`src/rtl/ssd_pkg.sv`:
```
// Shared definitions for the seven-segment scan encoder/decoder pair.
// Holds the active-low glyph table, the dark-digit pattern, the scan FSM
// states and small helpers for classifying the anode bus.
package ssd_pkg;

   localparam logic [6:0] SSD_BLANK = 7'h7F;

   localparam logic [15:0][6:0] SSD_GLYPHS = {
      7'h0E, 7'h06, 7'h21, 7'h46, 7'h03, 7'h08, 7'h10, 7'h00,
      7'h78, 7'h02, 7'h12, 7'h19, 7'h30, 7'h24, 7'h79, 7'h40
   };

   typedef enum logic [0:0] {
      SYNC,
      COLLECT
   } scanState_t;

   // True when exactly one digit enable is driven low.
   function automatic logic isSingleDigit(input logic [7:0] anode);
      return $countones(~anode) == 1;
   endfunction

   // True when two or more digit enables are low at the same time.
   function automatic logic isMultiDigit(input logic [7:0] anode);
      return $countones(~anode) > 1;
   endfunction

   // Position of the low bit of a one-cold anode word.
   function automatic logic [2:0] digitIndex(input logic [7:0] anode);
      logic [2:0] idx;
      idx = '0;
      for (int i = 0; i < 8; i++) begin
         if (!anode[i]) idx = 3'(i);
      end
      return idx;
   endfunction

endpackage

```
`src/rtl/ssd_glyph_decode.sv`:
```
// Combinational inverse of the shared glyph table: turns one active-low
// cathode pattern into a hex nibble, a dark-digit flag and an illegal flag.
module ssd_glyph_decode
   import ssd_pkg::*;
(
   input  logic [6:0] cathode,
   output logic [3:0] nibble,
   output logic       isBlank,
   output logic       illegal
);

   // Search the glyph table; anything that is neither a glyph nor fully
   // dark is reported as illegal and shown as a dark zero.
   always_comb begin
      nibble  = 4'h0;
      isBlank = 1'b0;
      illegal = 1'b1;
      if (cathode == SSD_BLANK) begin
         isBlank = 1'b1;
         illegal = 1'b0;
      end else begin
         for (int i = 0; i < 16; i++) begin
            if (cathode == SSD_GLYPHS[i]) begin
               nibble  = 4'(i);
               illegal = 1'b0;
            end
         end
      end
   end

endmodule

```
`src/rtl/ssd_scan_decoder.sv`:
```
// Receive-side monitor for a multiplexed eight-digit seven-segment display.
// Rebuilds the displayed digits from the anode/cathode buses and publishes
// a frame once it has repeated STABLE_FRAMES times.
// Optional feature macro: SSD_DECODE_TIMEOUT_EN enables the scan watchdog
// and the scan_lost flag; without it scan_lost is held low.
module ssd_scan_decoder
   import ssd_pkg::*;
#(
   parameter int STABLE_FRAMES  = 2,
   parameter int TIMEOUT_CYCLES = 1048576
) (
   input  logic        clk,
   input  logic        reset,
   input  logic [7:0]  ssdAnode,
   input  logic [6:0]  ssdCathode,
   output logic [31:0] digits,
   output logic [7:0]  blank,
   output logic        frame_valid,
   output logic        seg_err,
   output logic        anode_err,
   output logic        scan_lost
);

   localparam int STAB_W = $clog2(STABLE_FRAMES + 1);
   localparam logic [STAB_W-1:0] STAB_MAX = STAB_W'(STABLE_FRAMES);

   // Parameters below one make no sense for a stability filter or a watchdog.
   if (STABLE_FRAMES < 1 || TIMEOUT_CYCLES < 1) begin : gParamCheck
      $error("ssd_scan_decoder: STABLE_FRAMES and TIMEOUT_CYCLES must be at least 1");
   end

   scanState_t state, stateNext;

   logic [7:0]        anodeQ, anodePrev, lastAnode;
   logic [6:0]        cathodeQ;
   logic [3:0]        decNibble;
   logic              decBlank, decIllegal;
   logic              anodeValid, anodeMulti, anodeChange, captureEn;
   logic [2:0]        idx;
   logic [7:0]        seen, badMask, segErrSent;
   logic [31:0]       shadowDigits, lastDigits;
   logic [7:0]        shadowBlank, lastBlank;
   logic              lastValid, published;
   logic [STAB_W-1:0] stabCnt, stabNext;
   logic              frameBad, sameFrame, closeFrame, frameStart, publishNow;
   logic              timeout;

   // The buses come from off-chip or from another clock-agnostic driver, so
   // register them once; lastAnode remembers the most recent valid digit so
   // an inter-digit gap does not look like a new digit.
   always_ff @(posedge clk) begin
      if (reset) begin
         anodeQ    <= 8'hFF;
         anodePrev <= 8'hFF;
         lastAnode <= 8'hFF;
         cathodeQ  <= SSD_BLANK;
      end else begin
         anodeQ    <= ssdAnode;
         anodePrev <= anodeQ;
         cathodeQ  <= ssdCathode;
         if (anodeValid) lastAnode <= anodeQ;
      end
   end

   assign anodeValid  = isSingleDigit(anodeQ);
   assign anodeMulti  = isMultiDigit(anodeQ);
   assign idx         = digitIndex(anodeQ);
   assign anodeChange = anodeValid && (anodeQ != lastAnode);
   assign captureEn   = (state == COLLECT) && anodeValid && (anodeQ == anodePrev);

   ssd_glyph_decode uGlyph (
      .cathode (cathodeQ),
      .nibble  (decNibble),
      .isBlank (decBlank),
      .illegal (decIllegal)
   );

   // Scan state register.
   always_ff @(posedge clk) begin
      if (reset) state <= SYNC;
      else       state <= stateNext;
   end

   // SYNC waits for a fresh digit to anchor a frame; COLLECT closes a frame
   // when a new digit arrives after all eight were captured. A watchdog
   // expiry overrides everything and drops back to SYNC.
   always_comb begin
      stateNext  = state;
      closeFrame = 1'b0;
      frameStart = 1'b0;
      case (state)
         SYNC: begin
            if (anodeChange) begin
               stateNext  = COLLECT;
               frameStart = 1'b1;
            end
         end
         COLLECT: begin
            if (anodeChange && !anodeMulti && seen == 8'hFF) begin
               closeFrame = 1'b1;
               frameStart = 1'b1;
            end
         end
         default: stateNext = SYNC;
      endcase
      if (timeout) begin
         stateNext  = SYNC;
         closeFrame = 1'b0;
         frameStart = 1'b0;
      end
   end

   // Evaluate the frame being closed: a bad frame never matches, and a
   // matching frame bumps the saturating stability count. Publishing happens
   // once when the count first reaches the target for this content.
   always_comb begin
      frameBad  = |badMask;
      sameFrame = lastValid && !frameBad &&
                  (shadowDigits == lastDigits) && (shadowBlank == lastBlank);
      stabNext  = STAB_W'(1);
      if (sameFrame) begin
         stabNext = (stabCnt == STAB_MAX) ? stabCnt : stabCnt + STAB_W'(1);
      end
      publishNow = closeFrame && !frameBad && (stabNext == STAB_MAX) &&
                   !(sameFrame && published);
   end

   // Digit capture, frame bookkeeping and the registered outputs. Each
   // settled digit overwrites its shadow slot so the last value wins;
   // seg_err fires only on the first illegal capture of a digit per frame.
   always_ff @(posedge clk) begin
      if (reset) begin
         seen         <= '0;
         badMask      <= '0;
         segErrSent   <= '0;
         shadowDigits <= '0;
         shadowBlank  <= 8'hFF;
         lastDigits   <= '0;
         lastBlank    <= 8'hFF;
         lastValid    <= 1'b0;
         published    <= 1'b0;
         stabCnt      <= '0;
         digits       <= '0;
         blank        <= 8'hFF;
         frame_valid  <= 1'b0;
         seg_err      <= 1'b0;
         anode_err    <= 1'b0;
      end else begin
         frame_valid <= 1'b0;
         seg_err     <= 1'b0;
         anode_err   <= anodeMulti;
         if (timeout) begin
            seen      <= '0;
            stabCnt   <= '0;
            lastValid <= 1'b0;
            published <= 1'b0;
         end else begin
            if (frameStart) begin
               seen       <= '0;
               badMask    <= '0;
               segErrSent <= '0;
            end else if (captureEn) begin
               seen[idx]                        <= 1'b1;
               shadowDigits[{idx, 2'b00} +: 4] <= decNibble;
               shadowBlank[idx]                 <= decBlank || decIllegal;
               badMask[idx]                     <= decIllegal;
               if (decIllegal && !segErrSent[idx]) begin
                  seg_err         <= 1'b1;
                  segErrSent[idx] <= 1'b1;
               end
            end
            if (closeFrame) begin
               stabCnt <= stabNext;
               if (!sameFrame) begin
                  lastDigits <= shadowDigits;
                  lastBlank  <= shadowBlank;
                  lastValid  <= !frameBad;
                  published  <= 1'b0;
               end
               if (publishNow) begin
                  digits      <= shadowDigits;
                  blank       <= shadowBlank;
                  frame_valid <= 1'b1;
                  published   <= 1'b1;
               end
            end
         end
      end
   end

`ifdef SSD_DECODE_TIMEOUT_EN
   localparam int WD_W = $clog2(TIMEOUT_CYCLES + 1);

   logic [WD_W-1:0] wdCnt;
   logic            scanLostQ;

   // Watchdog: counts cycles since the last frame close and flags a lost
   // scan when the limit is hit; the flag drops again on the next publish.
   always_ff @(posedge clk) begin
      if (reset) begin
         wdCnt     <= '0;
         scanLostQ <= 1'b0;
      end else begin
         if (timeout || closeFrame) wdCnt <= '0;
         else                       wdCnt <= wdCnt + WD_W'(1);
         if (timeout)         scanLostQ <= 1'b1;
         else if (publishNow) scanLostQ <= 1'b0;
      end
   end

   assign timeout   = (wdCnt == WD_W'(TIMEOUT_CYCLES));
   assign scan_lost = scanLostQ;
`else
   assign timeout   = 1'b0;
   assign scan_lost = 1'b0;
`endif

endmodule

```
`config.mk`:
```
export PLATFORM = sky130hd
export DESIGN_NAME = ssd_scan_decoder
export DESIGN_NICKNAME = d
export VERILOG_FILES = /design/src/rtl/ssd_pkg.sv /design/src/rtl/ssd_glyph_decode.sv /design/src/rtl/ssd_scan_decoder.sv
export SDC_FILE = /design/constraint.sdc
export NUM_CORES = 1
export LEC_CHECK = 0
export ABC_AREA = 1
export CORE_MARGIN = 4
export CORE_UTILIZATION = 32
export DETAILED_ROUTE_END_ITERATION = 6
export SYNTH_ARGS = -nofsm -noshare
export SYNTH_HDL_FRONTEND = slang
export SYNTH_SLANG_ARGS = --single-unit
```
`constraint.sdc`:
```
create_clock -name clk -period 5.34 [get_ports clk]
set_clock_uncertainty 0.15 [all_clocks]
set_input_delay 0.534 -clock clk [delete_from_list [all_inputs] [get_ports clk]]
set_output_delay 0.534 -clock clk [all_outputs]
set_load 0.02 [all_outputs]
```
# Word level (Yosys, flattened, before mapping)
# Cells that the tools add are included.
# W data, S select, Z words.
op_classes:
  n_addsub: 9
  n_lt_le_gt_ge: 3
  n_eq_ne: 25
  shifts: 2
  muxes: 59
  bitwise: 8
  n_reduce_logical: 29
ops:
  columns: ["op", "n"]
  rows:
  - ["$mux W4", 9]
  - ["$eq A7 B7 Y1 const B", 5]
  - ["$bwmux W32", 1]
  - ["$eq A32 B2 Y1 const B", 1]
  - ["$eq A32 B32 Y1", 1]
  - ["$shift A4 B7 Y32 const A", 1]
  - ["$shiftx A4 B7 Y32", 1]
  - ["$mux W1", 30]
  - ["$mux W3", 10]
  - ["$eq A7 B5 Y1 const B", 3]
  - ["$eq A7 B6 Y1 const B", 3]
  - ["$bwmux W8", 2]
  - ["$eq A8 B8 Y1", 2]
  - ["$or A8 B8 Y8", 2]
  - ["$eq A7 B2 Y1 const B", 2]
  - ["$eq A7 B4 Y1 const B", 2]
  - ["$logic_and A1 B1 Y1", 14]
  - ["$reduce_and A2 Y1", 5]
  - ["$add A1 B1 Y2", 4]
  - ["$eq A8 B8 Y1 const B", 1]
  - ["$mux W2", 4]
  - ["$ne A8 B8 Y1", 1]
  - ["$not A8 Y8", 1]
  - ["$reduce_or A8 Y1", 1]
  - ["other kinds (19)", 29]
totals:
  ff_bits: 183
  out_inout_bits: 44
  word_cells: 155

# Logic depth before layout (Yosys ltp)
# Gate-level depths: netlist of run 1.
depth:
  depth_word: 20
  depth_mapped: 19

# Modules after synthesis
# A second synthesis of run 1 with hierarchy kept.
unflattened:
  cells_unflattened: 1415
  hier_area_um2: 9157.5
modules_own_cells:
  columns: ["mod", "n_inst", "cells_each", "area_each_um2", "seq_area_each_um2"]
  rows:
  - ["ssd_scan_decoder", 1, 1345, 8847.2, 3663.5]
  - ["ssd_glyph_decode", 1, 70, 310.3, 0.0]

# Worst setup path after synthesis of run 1
# OpenSTA, ideal clock, no wires.
synth_path:
  path_kind: "register -> register"
  from: "register anodeQ[0]"
  to: "register blank[0]"
  setup_ns: 0.134
  arrival_ns: 3.707
  t_required_ns: 5.056
  path_slack_ns: 1.350
  stages_incl_launch_ff: 19
  cell_sequence: "dfxtp_1 > fa_1 > inv_1 > fa_1 > fa_1 > ha_1 > inv_1 > fa_1 > xor2_1 > nand2_1 > nor2_4 > inv_2 > nor2_4 > nand4_4 > nor2_4 > inv_2 > buf_6 > nand2_1 > nand3_1"
synth_via:
  elab_chain_cells: 14
  word_cells_on_any_way: 17
  cone_classes: "add/sub: 3; order compare: 1; eq/ne: 2; mux: 2; bitwise: 1; reduce/logical: 8"
synth_rtl:
  columns: ["element", "line_no", "source"]
  rows:
  - ["start, declared", "ssd_scan_decoder.sv:34", "logic [7:0] anodeQ, anodePrev, lastAnode;"]
  - ["start signal, assigned", "ssd_scan_decoder.sv:58", "anodeQ <= ssdAnode;"]
  - ["$not A8 Y8", "ssd_pkg.sv:20, ssd_pkg.sv:25", null]
  - ["$add A1 B1 Y2 (not written as such)", "ssd_pkg.sv:20, ssd_pkg.sv:25", null]
  - ["$add A2 B2 Y3 (not written as such)", "ssd_pkg.sv:20, ssd_pkg.sv:25", null]
  - ["$add A3 B3 Y4 (not written as such)", "ssd_pkg.sv:20, ssd_pkg.sv:25", null]
  - ["$gt A4 B1 Y1 or $eq A32 B2 Y1 (tied branches)", "ssd_pkg.sv:25, ssd_pkg.sv:20", null]
  - ["$logic_not A1 Y1 or $logic_and A1 B1 Y1 (tied branches)", "ssd_scan_decoder.sv:99, ssd_scan_decoder.sv:68", null]
  - ["$logic_and A1 B1 Y1 * (2 in series)", "ssd_scan_decoder.sv:99", "if (anodeChange && !anodeMulti && seen == 8'hFF) begin"]
  - ["$mux W1 *", "ssd_scan_decoder.sv:99", null]
  - ["$mux W1 *", "ssd_scan_decoder.sv:91", "case (state)"]
  - ["$logic_and A1 B1 Y1 (3 in series)", "ssd_scan_decoder.sv:124", "publishNow = closeFrame && !frameBad && (stabNext == STAB_MAX) &&"]
  - ["$reduce_and A2 Y1 (no source line) *", null, null]
  - ["end signal, assigned", "ssd_scan_decoder.sv:182", "blank <= shadowBlank;"]
  - ["end, declared", "ssd_scan_decoder.sv:17", "output logic [7:0] blank,"]
# Mark *: on every way between the ends. The rest lies on a longest branch, timed or not.
# A chain may end at the register's enable or synchronous reset.

# Worst setup path in the final report of run 1
layout_path:
  from: "register anodeQ[0]"
  to: "register lastDigits[1]"
layout_via:
  elab_chain_cells: 11
  word_cells_on_any_way: 14
  cone_classes: "add/sub: 3; order compare: 1; eq/ne: 2; mux: 2; bitwise: 1; reduce/logical: 5"
layout_rtl:
  columns: ["element", "line_no", "source"]
  rows:
  - ["$not A8 Y8", "ssd_pkg.sv:20, ssd_pkg.sv:25", null]
  - ["$add A1 B1 Y2 (not written as such)", "ssd_pkg.sv:20, ssd_pkg.sv:25", null]
  - ["$add A2 B2 Y3 (not written as such)", "ssd_pkg.sv:20, ssd_pkg.sv:25", null]
  - ["$add A3 B3 Y4 (not written as such)", "ssd_pkg.sv:20, ssd_pkg.sv:25", null]
  - ["$gt A4 B1 Y1 or $eq A32 B2 Y1 (tied branches)", "ssd_pkg.sv:25, ssd_pkg.sv:20", null]
  - ["$logic_not A1 Y1 or $logic_and A1 B1 Y1 (tied branches)", "ssd_scan_decoder.sv:99, ssd_scan_decoder.sv:68", null]
  - ["$logic_and A1 B1 Y1 * (2 in series)", "ssd_scan_decoder.sv:99", null]
  - ["$mux W1 *", "ssd_scan_decoder.sv:99", null]
  - ["$mux W1 *", "ssd_scan_decoder.sv:91", null]
  - ["$reduce_and A2 Y1 (no source line) *", null, null]
  - ["end signal, assigned", "ssd_scan_decoder.sv:175", "lastDigits <= shadowDigits;"]
  - ["end, declared", "ssd_scan_decoder.sv:41", "logic [31:0] shadowDigits, lastDigits;"]
# Marks and branches as above.

==> impl_metrics.env, run 1 <==
export IMPL_hold_path_class="reg -> reg"
export IMPL_critical_path_arrival_ps=4800
export IMPL_maxSlewViolCount=0
export IMPL_gr_usage_all_layers=0.154
export IMPL_synth_fp_nets=1326
export IMPL_synthTopCellsByArea="dfxtp_1 (42%), nand2_1 (14%), nor2_1 (12%), inv_1 (4.9%), nand3_1 (3.1%)"
export IMPL_finalHoldViolations=0
export IMPL_mostFrequentLayoutCells="nand2_1 (320), nor2_1 (278), dfxtp_1 (183)"
export IMPL_ios=61
export IMPL_clkTransAtPathRegs_ps=80
export IMPL_ys_ff_latch=183
export IMPL_synth_avg_cell_area_um2=6.77
export IMPL_cts_tree="yes"
export IMPL_cts_buffers=17
export IMPL_final_common_cell="nand2_1"
export IMPL_crit_family="adder cells"
export IMPL_period_minus_slack_ps=4580
export IMPL_clk_latency_ps=440
export IMPL_htreeDepth=4
export IMPL_synth_area_leader_cell="dfxtp_1"
export IMPL_ant_nets=0
export IMPL_area_growth_syn_to_layout_pct=16.4
export IMPL_worst_path_buf_inv=5
export IMPL_grt_pass1_wl_mm=38.1
export IMPL_die_h_um=174
export IMPL_cpMostUsedCell="fa_1"
export IMPL_drt_wl_total_mm=23.5
export IMPL_drv_cap=0
export IMPL_cp_cell_sequence="fa_1 -> inv_1 -> fa_1 -> fa_1 -> ha_1 -> inv_1 -> fa_1 -> xor2_1 -> nand2_1 -> nor2_4 -> inv_2 -> nor2_4 -> inv_2 -> nor2_4 -> nand2_2 -> inv_2 -> o21ai_0 -> nor2_1"
export IMPL_path_max_fanout=33
export IMPL_worst_pin_slew_ps=1060
export IMPL_cp_slowest_cell="fa_1"
export IMPL_wl_per_cell_um=13.8
export IMPL_cts_max_path_buffers=2
export IMPL_synthCells=1299
export IMPL_post_cts_buffers=0
export IMPL_seq_area_frac_synth=0.416
export IMPL_placementRows=60
export IMPL_vias=7965
export IMPL_hold_buffers=0
export IMPL_start_util=0.326
export IMPL_synth_top_area_share=0.416
export IMPL_diodes=0
export IMPL_setup_violations_final=0
export IMPL_fin_setup_tns_ps=0
export IMPL_drt_iter0_drc=601
export IMPL_synth_distinct_cells=33
export IMPL_end_kind="register"
export IMPL_synth_warnings=0
export IMPL_cts_root_buf="clkbuf_16"
export IMPL_finalWeightedCongestion=0.881
export IMPL_rsz0062_at_grt="no"
export IMPL_layout_drive_gt1_share=0.0716
export IMPL_layout_nets=1368
export IMPL_worstSetupPathType="reg -> reg"
export IMPL_power_leakage_nw=4.96
export IMPL_globalRouteOverflowTotal=0
export IMPL_critPathRequiredTime_ps=5560
export IMPL_syn_area_um2=8800
export IMPL_max_stage_delay_ps=550
export IMPL_viasPerCell=4.70
export IMPL_max_vdd_ir_drop_v=0.000173
export IMPL_min_period_over_period=0.858
export IMPL_fp_dieArea_um2=30200
export IMPL_fin_util=0.379
export IMPL_max_slew_margin=0.293
export IMPL_antenna_found_initial=0
export IMPL_power_density_nw_per_um2=295
export IMPL_cts_sinks=183
export IMPL_fp_coreArea_um2=27000
export IMPL_portBuffers=59
export IMPL_grt_max_degree=102
export IMPL_setup_worst_path_start_class="register"
export IMPL_drc=0
export IMPL_dpl_hpwl_mm=16.7
export IMPL_die_w_um=174
export IMPL_n_fill_cell=2876
export IMPL_run_status="completed"
export IMPL_grt_pass1_vias=7369
export IMPL_cts_resized=0
export IMPL_max_clock_freq_mhz=218
export IMPL_firstDrtPassIters=5
==> where the power goes <==
group | internal [mW] | total (mW) | switching [mW]
logic | 0.0997 | 0.308 | 0.208
registers | 1.40 | 1.43 | 0.0313
clock network | 0.680 | 1.29 | 0.608
total | 2.18 | 3.03 | 0.848
==> cells by family (layout without fill, tap and decap cells) <==
family / count (synthesis) / after routing / share of synthesized area
other: 1 / 1 / 0.000426
AOI/OAI and AO/OA: 178 / 178 / 0.116
adders and majority gates: 10 / 10 / 0.0176
buffers and inverters: 177 / 232 / 0.0826
and+or+nand+nor: 727 / 727 / 0.344
DFF: 183 / 183 / 0.416
xor gates and xnor gates: 23 / 23 / 0.0229
==> path summary, 6_finish.rpt <==
kind	cells after the start	to	startpoint	slack, ps
setup reg to reg	18	lastDigits[1]$_SDFFE_PP0P_	anodeQ[0]$_SDFF_PP1_	760
hold / removal	2	segErrSent[2]$_SDFFE_PP0P_	segErrSent[2]$_SDFFE_PP0P_	310
setup / recovery	18	lastDigits[1]$_SDFFE_PP0P_	anodeQ[0]$_SDFF_PP1_	760
hold reg to reg	2	segErrSent[2]$_SDFFE_PP0P_	segErrSent[2]$_SDFFE_PP0P_	310
==> Yosys cell counts (all sizes together) <==
library cell    n
nor3           10
clkbuf         21
and3            2
a21oi          49
a31oi           1
xnor2           9
nand3          57
inv           134
o21ai          78
o21bai         32
xor2           14
o211ai         12
ha              6
nand2         323
nor2          288
o21a            6
fa              4
dfxtp         183
conb            1
or2            22
buf            20
clkinv          2
nand4          25
==> per-layer routing <==
metal | global-route usage | wire (um) | up-vias
met5 | 0 | 0 | -
met4 | 0.0350 | 309 | 0
met3 | 0.0290 | 1070 | 19
met2 | 0.259 | 11000 | 177
met1 | 0.205 | 11100 | 3591
li1 | - | - | 4178
==> through the flow <==
| step | setup WS (ps) | instance area [um2] | cells | power, mW | hold WS [ps] |
|---|---|---|---|---|---|
| detailed placement | 747 | 9640 | 1663 | 1.77 | 298 |
| finish | 760 | 10200 | 1695 | 3.03 | 306 |
| global route | 423 | 10200 | 1695 | 3.14 | 329 |
| global placement | 870 | 9640 | 1663 | 1.76 | 291 |
| CTS | 729 | 10200 | 1695 | 3.04 | 309 |
| floorplan | 1350 | 8800 | 1299 | 1.69 | 277 |
==> worst register-to-register path: stages, from the launching register on <==
cell	delay, ps
dfxtp_1	360
fa_1	550
inv_1	50
fa_1	440
fa_1	510
ha_1	180
inv_1	60
fa_1	370
xor2_1	200
nand2_1	120
nor2_4	150
inv_2	150
nor2_4	200
inv_2	70
nor2_4	120
nand2_2	80
inv_2	470
o21ai_0	160
nor2_1	140
==> registers in the layout, summed over array words and instances (netlist names) <==
| name | flops |
|---|---|
| cathodeQ | 7 |
| anodePrev | 8 |
| anode_err | 1 |
| stabCnt | 2 |
| state | 1 |
| shadowBlank | 8 |
| lastAnode | 8 |
| segErrSent | 8 |
| seg_err | 1 |
| anodeQ | 8 |
| frame_valid | 1 |
| published | 1 |
| lastValid | 1 |
| lastBlank | 8 |
| lastDigits | 32 |
| shadowDigits | 32 |
| badMask | 8 |
| digits | 32 |
| seen | 8 |
| blank | 8 |
==> layout make-up <==
cell class,instances,area [um2],share of cell area
Clock inverter,14,160,0.0156
Clock buffer,18,439,0.0429
Inverter,136,512,0.0500
Sequential cell,183,3660,0.358
Tap cell,341,427,0.0417
Timing Repair Buffer,64,628,0.0613
Multi-Input combinational cell,939,4410,0.431
Power figures use the tool's default switching activity.
==> run 2, diff against run 1 <==
--- a/config.mk
+++ b/config.mk
@@ -8,7 +8,9 @@
 export ABC_AREA = 1
 export CORE_MARGIN = 4
 export CORE_UTILIZATION = 32
+export CTS_CLUSTER_SIZE = 12
 export DETAILED_ROUTE_END_ITERATION = 6
+export REMOVE_ABC_BUFFERS = 1
 export SYNTH_ARGS = -nofsm -noshare
 export SYNTH_HDL_FRONTEND = slang
 export SYNTH_SLANG_ARGS = --single-unit
==> constraint.sdc (replaced) <==
create_clock -name clk -period 4.85 [get_ports clk]
set_clock_uncertainty 0.15 [all_clocks]
set_input_delay 0.485 -clock clk [delete_from_list [all_inputs] [get_ports clk]]
set_output_delay 0.485 -clock clk [all_outputs]
set_load 0.02 [all_outputs]
==> run 2 against run 1 <==
  * Power increased by 8.5%
  * Largest cell class unchanged
  * Fmax up 3.6%
  * Combinational power increased by 12%
  * Setup slack worse by 330 ps
  * Via count rose by 0.14%
  * Critical path depth decreased by 1
  * Largest power group unchanged
  * Global-route usage increased by 0.77 points
==> impl_metrics.env, run 2 (synthesized netlist as in run 1, its figures left out) <==
export IMPL_max_clock_freq_mhz=226
export IMPL_n_fill_cell=2843
export IMPL_portBuffers=59
export IMPL_cts_tree="yes"
export IMPL_hold_path_class="reg -> reg"
export IMPL_max_slew_margin=0.485
export IMPL_setup_worst_path_start_class="register"
export IMPL_fin_setup_tns_ps=0
export IMPL_drt_iter0_drc=607
export IMPL_end_kind="register"
export IMPL_power_density_nw_per_um2=319
export IMPL_gr_usage_met3=0.0323
export IMPL_placementRows=60
export IMPL_p_int_mw=2.34
export IMPL_switching_share=0.287
export IMPL_min_period_over_period=0.911
export IMPL_run_status="completed"
export IMPL_gr_usage_all_layers=0.162
export IMPL_htreeDepth=4
export IMPL_cts_root_buf="clkbuf_16"
export IMPL_period_minus_slack_ps=4420
export IMPL_critPathRequiredTime_ps=5040
export IMPL_globalRouteOverflowTotal=0
export IMPL_instances_no_fill=1701
export IMPL_grt_max_degree=50
export IMPL_ios=61
export IMPL_area_growth_syn_to_layout_pct=17.0
export IMPL_combinationalPowerShare=0.105
export IMPL_die_w_um=174
export IMPL_hold_buffers=0
export IMPL_path_max_fanout=18
export IMPL_mostFrequentLayoutCells="nand2_1 (320), nor2_1 (278), dfxtp_1 (183)"
export IMPL_wl_per_cell_um=14.1
export IMPL_clkTransAtPathRegs_ps=80
export IMPL_power_leakage_nw=4.98
export IMPL_worstSetupPathType="reg -> reg"
export IMPL_maxSlewViolCount=0
export IMPL_diodes=0
export IMPL_regArea_um2=3660
export IMPL_finalWeightedCongestion=0.890
export IMPL_grt_use_met2=0.282
export IMPL_layout_drive_gt1_share=0.0757
export IMPL_ant_nets=0
export IMPL_max_vdd_ir_drop_v=0.000234
export IMPL_start_util=0.326
export IMPL_drc=0
export IMPL_multi_input_area_um2=4410
export IMPL_dpl_hpwl_mm=17.2
export IMPL_grt_pass1_vias=7798
export IMPL_top_regs="digits (32), lastDigits (32), shadowDigits (32)"
export IMPL_layout_nets=1374
export IMPL_drt_wl_total_mm=23.9
export IMPL_p_seq_frac=0.478
export IMPL_fp_dieArea_um2=30200
export IMPL_critical_path_arrival_ps=4610
export IMPL_power_switching_mw=0.943
export IMPL_cts_max_path_buffers=2
export IMPL_rsz0062_at_grt="no"
export IMPL_grt_pass1_wl_mm=39.8
export IMPL_place_inst=1669
export IMPL_fp_coreArea_um2=27000
export IMPL_post_cts_buffers=0
export IMPL_pwr_share_clk=0.417
export IMPL_top_usage_layer="met2"
export IMPL_setup_violations_final=0
export IMPL_finalHoldViolations=0
export IMPL_power_mw=3.28
export IMPL_firstDrtPassIters=5
export IMPL_drv_cap=0
export IMPL_cts_sinks=183
export IMPL_die_h_um=174
export IMPL_r2r_setup_slack_ps=430
export IMPL_global_route_usage_met1=0.200
export IMPL_viasPerCell=4.69
export IMPL_vias=7976
export IMPL_final_common_cell="nand2_1"
export IMPL_worst_pin_slew_ps=771
export IMPL_clk_latency_ps=440
export IMPL_antenna_found_initial=0
export IMPL_cts_buffers=17
## run 2: changes by cell type in the layout (fill, tap and decap cells not counted), sizes merged
cell / delta
clkinv: +3
clkdlybuf4s50: -1
inv: -1
bufinv: -1
clkinvlp: -1
buf: +7
## run 2: metal layers
metal | vias up | wire length (um)
met1 | 3608 | 10900
met5 | - | 0
li1 | 4177 | -
met4 | 0 | 573
met2 | 151 | 11500
met3 | 40 | 937
## run 2: cell type report
| cell class | instances | area share |
|---|---|---|
| Multi-Input combinational cell | 939 | 0.428 |
| Sequential cell | 183 | 0.356 |
| Timing Repair Buffer | 70 | 0.0673 |
| Inverter | 136 | 0.0500 |
| Clock buffer | 18 | 0.0417 |
| Tap cell | 341 | 0.0414 |
| Clock inverter | 14 | 0.0153 |
## run 2: through the flow
step                      setup slack (ps)  instance area, um2  utilization  hold slack (ps)
after floorplan                        279                8580            -              277
after detailed placement               313                9700        0.359              291
final                                  431               10300        0.381              305
after global placement                 459                9700        0.359              292
after CTS                              317               10300        0.381              304
after global routing                  75.2               10300        0.381              330
## run 2: what timing repair did
action	4_1_cts	5_1_grt
gates resized for setup	0	2
setup endpoints to repair	0	7
endpoints found under the hold margin	0	0
## run 2: worst max-delay path, stage by stage (launching register included)
cell and delay [ps]:
dfxtp_1 360, fa_1 540, inv_1 50, fa_1 470, fa_1 500, ha_1 170, inv_1 60, fa_1 370
xor2_1 190, nand2_1 110, nor2_4 150, inv_2 160, nor2_1 290, nand2_2 160, nor2_4 260, nand2_1 140
nor2_1 110, nor2_1 60
## run 2: final timing paths
path	startpoint	endpoint	cells past startpoint
min reg2reg	segErrSent[1]$_SDFFE_PP0P_	segErrSent[1]$_SDFFE_PP0P_	2
max reg2reg	anodeQ[0]$_SDFF_PP1_	shadowDigits[24]$_SDFFE_PP0P_	17
max	anodeQ[0]$_SDFF_PP1_	shadowDigits[24]$_SDFFE_PP0P_	17
min	segErrSent[1]$_SDFFE_PP0P_	segErrSent[1]$_SDFFE_PP0P_	2
## run 2: power groups by stage
stage / registers (mW) / logic [mW] / clock network, mW
after floorplan: 1.60 / 0.240 / 0
after global placement: 1.61 / 0.338 / 0
after detailed placement: 1.61 / 0.343 / 0
after CTS: 1.57 / 0.345 / 1.40
after global routing: 1.58 / 0.390 / 1.45
final: 1.57 / 0.344 / 1.37
